File: config.mk
export PLATFORM = sky130hd
export DESIGN_NAME = lcd_host_seq
export DESIGN_NICKNAME = d
export VERILOG_FILES = /design/src/rtl/lcd_pkg.sv /design/src/rtl/lcd_host_wdt.sv /design/src/rtl/lcd_host_seq.sv
export SDC_FILE = /design/constraint.sdc
export NUM_CORES = 1
export LEC_CHECK = 0
export ABC_AREA = 0
export CORE_ASPECT_RATIO = 1.4
export CORE_MARGIN = 3
export CORE_UTILIZATION = 52
export CTS_CLUSTER_DIAMETER = 60
export DETAILED_ROUTE_END_ITERATION = 12
export PLACE_DENSITY = 0.85
export SYNTH_ARGS = -nofsm -noshare
export SYNTH_HDL_FRONTEND = slang
export SYNTH_HIERARCHICAL = 1
export SYNTH_SLANG_ARGS = --single-unit
File: constraint.sdc
create_clock -name clk -period 3.7 [get_ports clk]
set_input_delay 0.37 -clock clk [delete_from_list [all_inputs] [get_ports clk]]
set_output_delay 0.37 -clock clk [all_outputs]
set_load 0.01 [all_outputs]
File: src/rtl/lcd_pkg.sv
// Shared LCD command codes, image/window geometry and host FSM encoding,
// used by the host sequencer and the LCD controller.
package lcd_pkg;

  typedef enum logic [2:0] {
    CMD_LOAD     = 3'd0,
    CMD_ZOOM_IN  = 3'd1,
    CMD_ZOOM_FIT = 3'd2,
    CMD_RIGHT    = 3'd3,
    CMD_LEFT     = 3'd4,
    CMD_UP       = 3'd5,
    CMD_DOWN     = 3'd6,
    CMD_ILLEGAL  = 3'd7
  } lcd_cmd_e;

  typedef enum logic [1:0] {
    HOST_IDLE     = 2'd0,
    HOST_ISSUE    = 2'd1,
    HOST_LOAD     = 2'd2,
    HOST_WAIT_OUT = 2'd3
  } host_state_e;

  localparam int IMG_SIZE  = 108;
  localparam int OUT_BEATS = 16;
  localparam int WDT_MAX   = 255;

  // Beat counter increment that parks at its maximum instead of wrapping.
  function automatic logic [4:0] sat_inc5(input logic [4:0] v);
    return (v == 5'd31) ? v : v + 5'd1;
  endfunction

endpackage

File: src/rtl/lcd_host_wdt.sv
// Watchdog for the controller's busy phase: counts busy cycles while armed
// and flags expiry once the count reaches MAX.
module lcd_host_wdt #(
  parameter int MAX = 255
) (
  input  logic clk,
  input  logic reset,
  input  logic clear,
  input  logic busy,
  output logic expired
);
  localparam logic [7:0] LIMIT = 8'(MAX);

  logic [7:0] count_r;

  // Busy-cycle count, restarted by clear and parked at the limit.
  always_ff @(posedge clk) begin
    if (reset) begin
      count_r <= 8'd0;
    end else if (clear) begin
      count_r <= 8'd0;
    end else if (busy && (count_r != LIMIT)) begin
      count_r <= count_r + 8'd1;
    end else begin
      count_r <= count_r;
    end
  end

  assign expired = (count_r == LIMIT);

endmodule

File: src/rtl/lcd_host_seq.sv
// Host-side sequencer: issues queued LCD commands over cmd/cmd_valid/busy,
// streams the image ROM on LOAD and forwards the returned display window.
module lcd_host_seq
  import lcd_pkg::*;
(
  input  logic       clk,
  input  logic       reset,
  input  logic [2:0] req_cmd,
  input  logic       req_valid,
  output logic       req_ready,
  output logic       img_rd,
  output logic [6:0] img_addr,
  input  logic [7:0] img_data,
  output logic [2:0] cmd,
  output logic       cmd_valid,
  input  logic       busy,
  output logic [7:0] datain,
  input  logic [7:0] dataout,
  input  logic       output_valid,
  output logic [7:0] res_data,
  output logic       res_valid,
  output logic       res_last,
  output logic       done,
  output logic       err_beats,
  output logic       err_timeout,
  output logic       err_cmd
);
  localparam logic [1:0] S_IDLE     = HOST_IDLE;
  localparam logic [1:0] S_ISSUE    = HOST_ISSUE;
  localparam logic [1:0] S_LOAD     = HOST_LOAD;
  localparam logic [1:0] S_WAIT_OUT = HOST_WAIT_OUT;
  localparam logic [6:0] LAST_ADDR  = 7'(IMG_SIZE - 1);
  localparam logic [4:0] FULL_BEATS = 5'(OUT_BEATS);

  logic [1:0] state_r, state_next_s;
  logic [2:0] cmd_r;
  logic       cmd_valid_r, req_ready_r, rd_valid_r;
  logic [6:0] addr_r;
  logic [7:0] datain_hold_r, res_data_r;
  logic [4:0] beats_r, beats_next_s;
  logic       res_valid_r, res_last_r, done_r;
  logic       err_beats_r, err_timeout_r, err_cmd_r;
  logic       in_xfer_s, take_req_s, legal_req_s, accept_s, load_go_s;
  logic       beat_s, finish_s, timeout_s, wdt_expired_s;

  assign in_xfer_s    = (state_r == S_LOAD) || (state_r == S_WAIT_OUT);
  assign take_req_s   = (state_r == S_IDLE) && req_ready_r && req_valid;
  assign legal_req_s  = take_req_s && (req_cmd != CMD_ILLEGAL);
  assign accept_s     = (state_r == S_ISSUE) && cmd_valid_r && !busy;
  assign load_go_s    = accept_s && (cmd_r == CMD_LOAD);
  assign beat_s       = in_xfer_s && output_valid;
  assign beats_next_s = beat_s ? sat_inc5(beats_r) : beats_r;
  assign timeout_s    = in_xfer_s && wdt_expired_s;
  assign finish_s     = (state_r == S_WAIT_OUT) && !busy && !wdt_expired_s;

  lcd_host_wdt #(.MAX(WDT_MAX)) u_wdt (
    .clk     (clk),
    .reset   (reset),
    .clear   (!in_xfer_s),
    .busy    (busy),
    .expired (wdt_expired_s)
  );

  // Next-state logic; the watchdog overrides normal progress in LOAD/WAIT_OUT.
  always_comb begin
    state_next_s = state_r;
    case (state_r)
      S_IDLE: begin
        if (legal_req_s) state_next_s = S_ISSUE;
        else             state_next_s = S_IDLE;
      end
      S_ISSUE: begin
        if (load_go_s)     state_next_s = S_LOAD;
        else if (accept_s) state_next_s = S_WAIT_OUT;
        else               state_next_s = S_ISSUE;
      end
      S_LOAD: begin
        if (timeout_s)                state_next_s = S_IDLE;
        else if (addr_r == LAST_ADDR) state_next_s = S_WAIT_OUT;
        else                          state_next_s = S_LOAD;
      end
      S_WAIT_OUT: begin
        if (timeout_s || finish_s) state_next_s = S_IDLE;
        else                       state_next_s = S_WAIT_OUT;
      end
      default: state_next_s = S_IDLE;
    endcase
  end

  // FSM, command handshake and image-stream registers.
  always_ff @(posedge clk) begin
    if (reset) begin
      state_r       <= S_IDLE;
      req_ready_r   <= 1'b0;
      cmd_r         <= 3'd0;
      cmd_valid_r   <= 1'b0;
      addr_r        <= 7'd0;
      rd_valid_r    <= 1'b0;
      datain_hold_r <= 8'd0;
    end else begin
      state_r     <= state_next_s;
      req_ready_r <= (state_next_s == S_IDLE);
      cmd_r       <= legal_req_s ? req_cmd : cmd_r;
      if (legal_req_s)   cmd_valid_r <= 1'b1;
      else if (accept_s) cmd_valid_r <= 1'b0;
      else               cmd_valid_r <= cmd_valid_r;
      addr_r        <= (state_next_s == S_LOAD) ? addr_r + 7'd1 : 7'd0;
      rd_valid_r    <= img_rd;
      datain_hold_r <= datain;
    end
  end

  // Result forwarding, beat counting and error flags.
  always_ff @(posedge clk) begin
    if (reset) begin
      beats_r       <= 5'd0;
      res_data_r    <= 8'd0;
      res_valid_r   <= 1'b0;
      res_last_r    <= 1'b0;
      done_r        <= 1'b0;
      err_beats_r   <= 1'b0;
      err_timeout_r <= 1'b0;
      err_cmd_r     <= 1'b0;
    end else begin
      beats_r       <= (state_next_s == S_IDLE) ? 5'd0 : beats_next_s;
      res_data_r    <= beat_s ? dataout : res_data_r;
      res_valid_r   <= beat_s;
      res_last_r    <= beat_s && (beats_next_s == FULL_BEATS);
      done_r        <= finish_s;
      err_beats_r   <= err_beats_r | (finish_s && (beats_next_s != FULL_BEATS));
      err_timeout_r <= err_timeout_r | timeout_s;
      err_cmd_r     <= take_req_s && (req_cmd == CMD_ILLEGAL);
    end
  end

  // The ROM read for address 0 must go out in the acceptance cycle itself.
  assign img_rd      = load_go_s || (state_r == S_LOAD);
  assign img_addr    = addr_r;
  assign datain      = rd_valid_r ? img_data : datain_hold_r;
  assign req_ready   = req_ready_r;
  assign cmd         = cmd_r;
  assign cmd_valid   = cmd_valid_r;
  assign res_data    = res_data_r;
  assign res_valid   = res_valid_r;
  assign res_last    = res_last_r;
  assign done        = done_r;
  assign err_beats   = err_beats_r;
  assign err_timeout = err_timeout_r;
  assign err_cmd     = err_cmd_r;

endmodule

==> results.sh, run 1 <==
export IMPL_status="complete, no violations"
export IMPL_rr_endpoint="img_addr[2]"
export IMPL_syn_inst=233
export IMPL_reg2reg_from="u_wdt/count_r[0]"
export IMPL_port_buffers=58
export IMPL_ys_flop_type="dfxtp_1"
export IMPL_path_clk_slew_ns=0.09
export IMPL_place_gp_congestion=0.833
export IMPL_final_util_pct=72.6
export IMPL_postSynth_asyncResetShare_pct=0
export IMPL_p_leak_nw=1.04
export IMPL_layout_commonest_cell="clkdlybuf4s50_1"
export IMPL_setup_viol=0
export IMPL_hold_path_startpoint="res_data[7]"
export IMPL_fin_skew_ns=0.00730
export IMPL_drive_above_1_share_pct=12.8
export IMPL_via_per_inst=5.58
export IMPL_multiInputGateArea_sq_mm=0.00115
export IMPL_cp_max_fo=9
export IMPL_drc=0
export IMPL_die_w_microns=61.3
export IMPL_min_to="res_data[7]"
export IMPL_regArea_sq_mm=0.00100
export IMPL_powerDensity_mw_per_mm2=339
export IMPL_cts_buffer_depth=2
export IMPL_fin_crit_ns=2.38
export IMPL_synth_area_per_cell_sq_um=9.56
export IMPL_fin_ws_ns=1.32
export IMPL_crit_required_ns=3.33
export IMPL_synthDistinctLibCells=53
export IMPL_crit_type="input pin to primary output"
export IMPL_hold_violations=0
export IMPL_worst_setup_path_end_kind="primary output"
export IMPL_yosysWarnings=6
export IMPL_first_global_vias=1825
export IMPL_max_slew_margin_pct=61.4
export IMPL_first_pass_iters=4
export IMPL_synth_seq_cells=50
export IMPL_die_area_sq_mm=0.00512
export IMPL_dp_hpwl_mm=3.63
export IMPL_grt_pass1_wl_mm=8.38
export IMPL_wl_per_cell_microns=14.7
export IMPL_slew_violations=0
export IMPL_synth_edff_count=0
export IMPL_start_kind="input pin"
export IMPL_fin_hold_ws_ns=0.457
export IMPL_cts_hold_buf=0
export IMPL_yosysSeqAreaShare_pct=44.9
export IMPL_min_delay_path_class="register to register"
export IMPL_layout_common_cells="58 x clkdlybuf4s50_1, 50 x dfxtp_1, 27 x nand2_1, 17 x nor2_1, 14 x a21oi_1"
export IMPL_syn_to_final_growth_pct=31.0
export IMPL_diodes=0
export IMPL_drv_cap=0
export IMPL_arrival_ns=2.01
export IMPL_grt_overflow_total=0
export IMPL_core_area_sq_mm=0.00402
export IMPL_final_antenna_net_count=0
export IMPL_vdd_drop_max_mv=0.258
export IMPL_insertion_delay_ns=0.30
export IMPL_track_usage_pct=21.1
export IMPL_pin_count=59
export IMPL_cts_tree="yes"
export IMPL_min_path_cells=2
export IMPL_dieHeight_microns=83.5
export IMPL_fmax_mhz=420
export IMPL_rrSetupSlack_ns=1.60
export IMPL_routed_wl_mm=4.89
export IMPL_htreeDepth=2
export IMPL_dp_slack_ns=1.33
export IMPL_min_period_over_period_pct=64.4
export IMPL_dpl_cell_area_sq_mm=0.00281
export IMPL_root_buffer="clkbuf_8"
export IMPL_nets=316
export IMPL_placementRows=27
export IMPL_worst_pin_slew_ns=0.573
export IMPL_cts_resized=0
export IMPL_r2r_cells=7
export IMPL_clock_sinks=50
export IMPL_timing_setup_tns_ns=0
export IMPL_initial_core_util_pct=55.4
export IMPL_drt_iter0_markers=66
export IMPL_synth_area_sq_mm=0.00223
export IMPL_antenna_found_initial=0
export IMPL_synth_nets=260
export IMPL_rsz0062_at_grt="no"
export IMPL_design_area_sq_mm=0.00292
export IMPL_cts_made_buffers=5
export IMPL_vias=1859
export IMPL_postCtsSetupBuffers=0
export IMPL_n_fill_cell=300
export IMPL_grt_max_degree=26
## how the worst max path moves through the flow
stage,start,end,slack [ns],depth (start not counted)
floorplan,u_wdt/count_r[0],beats_r[2],1.85,7
detailed placement,busy,img_rd,1.33,5
CTS,busy,img_rd,1.32,5
global placement,busy,img_rd,1.38,5
finish,busy,img_rd,1.32,5
global route,busy,img_rd,1.21,5
## layout make-up
| cell class | instances | area share [%] |
|---|---|---|
| inverter | 6 | 0.772 |
| multi-input combinational | 167 | 39.3 |
| timing repair buffer | 59 | 20.1 |
| clock inverter | 1 | 0.300 |
| clock buffer | 7 | 3.30 |
| tap | 43 | 1.84 |
| sequential | 50 | 34.3 |
## report_power, final
part	leakage [nW]	switching [W]	internal, W
Clock	0.0544	0.000178	0.000172
Combinational	0.587	0.0000381	0.0000489
Sequential	0.404	0.00000720	0.000545
## synthesized netlist by cell type (2+ instances only)
| cell type | n | area share (%) |
|---|---|---|
| dfxtp_1 | 50 | 45 |
| clkbuf_2 | 2 | 0.45 |
| buf_6 | 2 | 1.0 |
| a31o_2 | 2 | 0.79 |
| xnor2_1 | 2 | 0.79 |
| a31oi_1 | 2 | 0.56 |
| or3_1 | 2 | 0.56 |
| ha_1 | 3 | 1.7 |
| clkbuf_1 | 5 | 0.84 |
| nand3_1 | 9 | 2.0 |
| and3_1 | 5 | 1.4 |
| nor4_1 | 4 | 1.1 |
| inv_1 | 6 | 1.0 |
| mux2i_1 | 4 | 1.8 |
| o21ai_0 | 3 | 0.67 |
| and2_1 | 2 | 0.56 |
| a21oi_1 | 14 | 3.1 |
| nor4_2 | 4 | 2.2 |
| a211oi_2 | 2 | 1.1 |
| nor3b_1 | 2 | 0.67 |
| nor2b_1 | 13 | 3.6 |
| nor3_1 | 4 | 0.90 |
| nand4_1 | 3 | 0.84 |
| nor2_1 | 17 | 2.9 |
| mux2_2 | 8 | 4.0 |
| nand2_1 | 27 | 4.5 |
| xor2_1 | 5 | 2.0 |
| nand2b_1 | 4 | 1.1 |
| and4_1 | 3 | 1.2 |
## kinds of logic (layout without fill, tap and decap cells)
group,count (synthesis),count (layout),share of synthesized area [%]
simple gates,111,111,30.2
mux,12,12,5.84
buf+inv,16,73,3.54
compound gates,34,34,11.1
xor+xnor,7,7,2.75
flops,50,50,44.9
fa+ha+maj,3,3,1.68
## registers in the layout, indices dropped and copies added (netlist names), 2 cells and up
| register | count |
|---|---|
| state_r | 2 |
| beats_r | 5 |
| cmd | 3 |
| u_wdt/count_r | 8 |
| res_data | 8 |
| datain_hold_r | 8 |
| img_addr | 7 |
## metrics by stage
step	power (W)	cells
final	0.000989	333
after global placement	0.000652	325
after CTS	0.00100	333
after global routing	0.00103	333
after floorplan	0.000603	233
after detailed placement	0.000652	325
## metal layers
| layer | global-route usage, % | share of wire, % | vias to the layer above |
|---|---|---|---|
| li1 | - | - | 934 |
| met1 | 25.0 | 41 | 877 |
| met2 | 35.6 | 52 | 40 |
| met3 | 5.26 | 4.8 | 8 |
| met4 | 7.30 | 2.0 | 0 |
| met5 | 0 | 0 | - |
## critical path, cell delays in order
cell	delay, ns
clkdlybuf4s50_1	0.59
nor3b_4	0.29
nand2_1	0.07
o21ai_0	0.11
clkdlybuf4s50_1	0.58
(Power assumes the default switching activity.)
==> inputs of run 2 (changes only) <==
CORE_UTILIZATION = 48   (was 52)
PLACE_DENSITY = 0.79   (was 0.85)
clock period = 2.4 ns   (was 3.7 ns; I/O delays follow)
==> results.sh, run 2 (synthesized netlist as in run 1, its figures left out) <==
export IMPL_status="complete, no violations"
export IMPL_m1WireLength_mm=1.97
export IMPL_timing_setup_tns_ns=0
export IMPL_reg2reg_from="u_wdt/count_r[0]"
export IMPL_fin_crit_ns=2.18
export IMPL_vias=1876
export IMPL_cp_max_fo=10
export IMPL_pin_count=59
export IMPL_setup_viol=0
export IMPL_drive_above_1_share_pct=13.4
export IMPL_min_period_over_period_pct=91.0
export IMPL_core_area_sq_mm=0.00434
export IMPL_worst_setup_path_end_kind="primary output"
export IMPL_min_delay_path_class="register to register"
export IMPL_r2r_cells=7
export IMPL_hold_violations=0
export IMPL_final_util_pct=68.2
export IMPL_syn_to_final_growth_pct=33.0
export IMPL_rsz0062_at_grt="no"
export IMPL_fin_skew_ns=0.00947
export IMPL_crit_type="register to primary output"
export IMPL_route_met2_wl_mm=2.48
export IMPL_diodes=0
export IMPL_n_fill_cell=383
export IMPL_drc=0
export IMPL_track_usage_pct=19.1
export IMPL_htreeDepth=2
export IMPL_die_area_sq_mm=0.00551
export IMPL_design_area_sq_mm=0.00296
export IMPL_cts_tree="yes"
export IMPL_min_path_cells=2
export IMPL_root_buffer="clkbuf_8"
export IMPL_grt_pass1_wl_mm=8.54
export IMPL_fin_hold_ws_ns=0.457
export IMPL_via_per_inst=5.33
export IMPL_cts_resized=0
export IMPL_fmax_mhz=458
export IMPL_hold_path_startpoint="res_data[6]"
export IMPL_layout_common_cells="58 x clkdlybuf4s50_1, 50 x dfxtp_1, 27 x nand2_1, 17 x nor2_1, 14 x a21oi_1"
export IMPL_initial_core_util_pct=51.3
export IMPL_final_antenna_net_count=0
export IMPL_grt_overflow_total=0
export IMPL_wl_per_cell_microns=13.7
export IMPL_placementRows=28
export IMPL_first_pass_iters=4
export IMPL_worst_pin_slew_ns=0.535
export IMPL_arrival_ns=1.94
export IMPL_layout_commonest_cell="clkdlybuf4s50_1"
export IMPL_clock_sinks=50
export IMPL_antenna_found_initial=0
export IMPL_port_buffers=58
export IMPL_p_leak_nw=1.05
export IMPL_nets=318
export IMPL_slew_violations=0
export IMPL_wl_met3_microns=298
export IMPL_rrSetupSlack_ns=0.28
export IMPL_dpl_cell_area_sq_mm=0.00285
export IMPL_crit_required_ns=2.16
export IMPL_place_gp_congestion=0.782
export IMPL_start_kind="register"
export IMPL_drv_cap=0
export IMPL_dieHeight_microns=86.6
export IMPL_cts_made_buffers=5
export IMPL_rr_endpoint="img_addr[0]"
export IMPL_insertion_delay_ns=0.31
export IMPL_first_global_vias=1947
export IMPL_cts_hold_buf=0
export IMPL_postCtsSetupBuffers=0
export IMPL_min_to="res_data[6]"
export IMPL_dp_hpwl_mm=3.58
export IMPL_die_w_microns=63.6
export IMPL_vdd_drop_max_mv=0.414
export IMPL_max_slew_margin_pct=64.0
export IMPL_top_layer_used="met4"
export IMPL_grt_max_degree=18
export IMPL_drt_iter0_markers=69
export IMPL_routed_wl_mm=4.83
export IMPL_powerDensity_mw_per_mm2=535
export IMPL_path_clk_slew_ns=0.09
export IMPL_cts_buffer_depth=2
-- run 2: cell type report --
cell class / instances / area, sq um / area share (%)
Multi-Input combinational cell: 167 / 1150 / 38.8
Sequential cell: 50 / 1000 / 33.8
Timing Repair Buffer: 61 / 603 / 20.3
Tap cell: 60 / 75.1 / 2.53
Clock buffer: 5 / 68.8 / 2.32
Clock inverter: 3 / 45.0 / 1.52
Inverter: 6 / 22.5 / 0.760
-- run 2: metrics by stage --
step                setup slack, ns  cells  power [W]
floorplan                     0.554    233   0.000930
global placement              0.418    344    0.00101
detailed placement            0.359    344    0.00101
CTS                           0.207    352    0.00160
global route                 0.0362    352    0.00166
finish                        0.216    352    0.00159
-- run 2: worst max path at each step --
stage | startpoint | to | slack [ns]
3_3_place_gp | busy | img_rd | 0.42
2_1_floorplan | u_wdt/count_r[0] | beats_r[2] | 0.55
3_5_place_dp | u_wdt/count_r[0] | img_addr[0] | 0.36
5_1_grt | state_r[1] | img_rd | 0.04
4_1_cts | state_r[1] | img_rd | 0.21
6_report | state_r[1] | img_rd | 0.22
-- run 2: worst max-delay path: stages (launching register included) --
cell             delay, ns
dfxtp_1               0.57
inv_1                 0.23
o21ai_0               0.27
clkdlybuf4s50_1       0.58
-- run 2: where the power goes --
part / internal [W] / switching, W / total (W)
Clock: 0.000310 / 0.000288 / 0.000599
Sequential: 0.000841 / 0.0000108 / 0.000851
Combinational: 0.0000775 / 0.0000596 / 0.000137
-- run 2: per-layer routing --
layer / track usage, % / up-vias
met1: 20.7 / 875
li1: - / 935
met4: 7.86 / 0
met5: 0 / -
met2: 35.0 / 59
met3: 4.93 / 7
==> inputs of run 3 (changes only) <==
SKIP_CTS_REPAIR_TIMING = 1   (was unset)
==> results of run 3 <==
Final layout, timing and power as in run 2 (identical DEF).
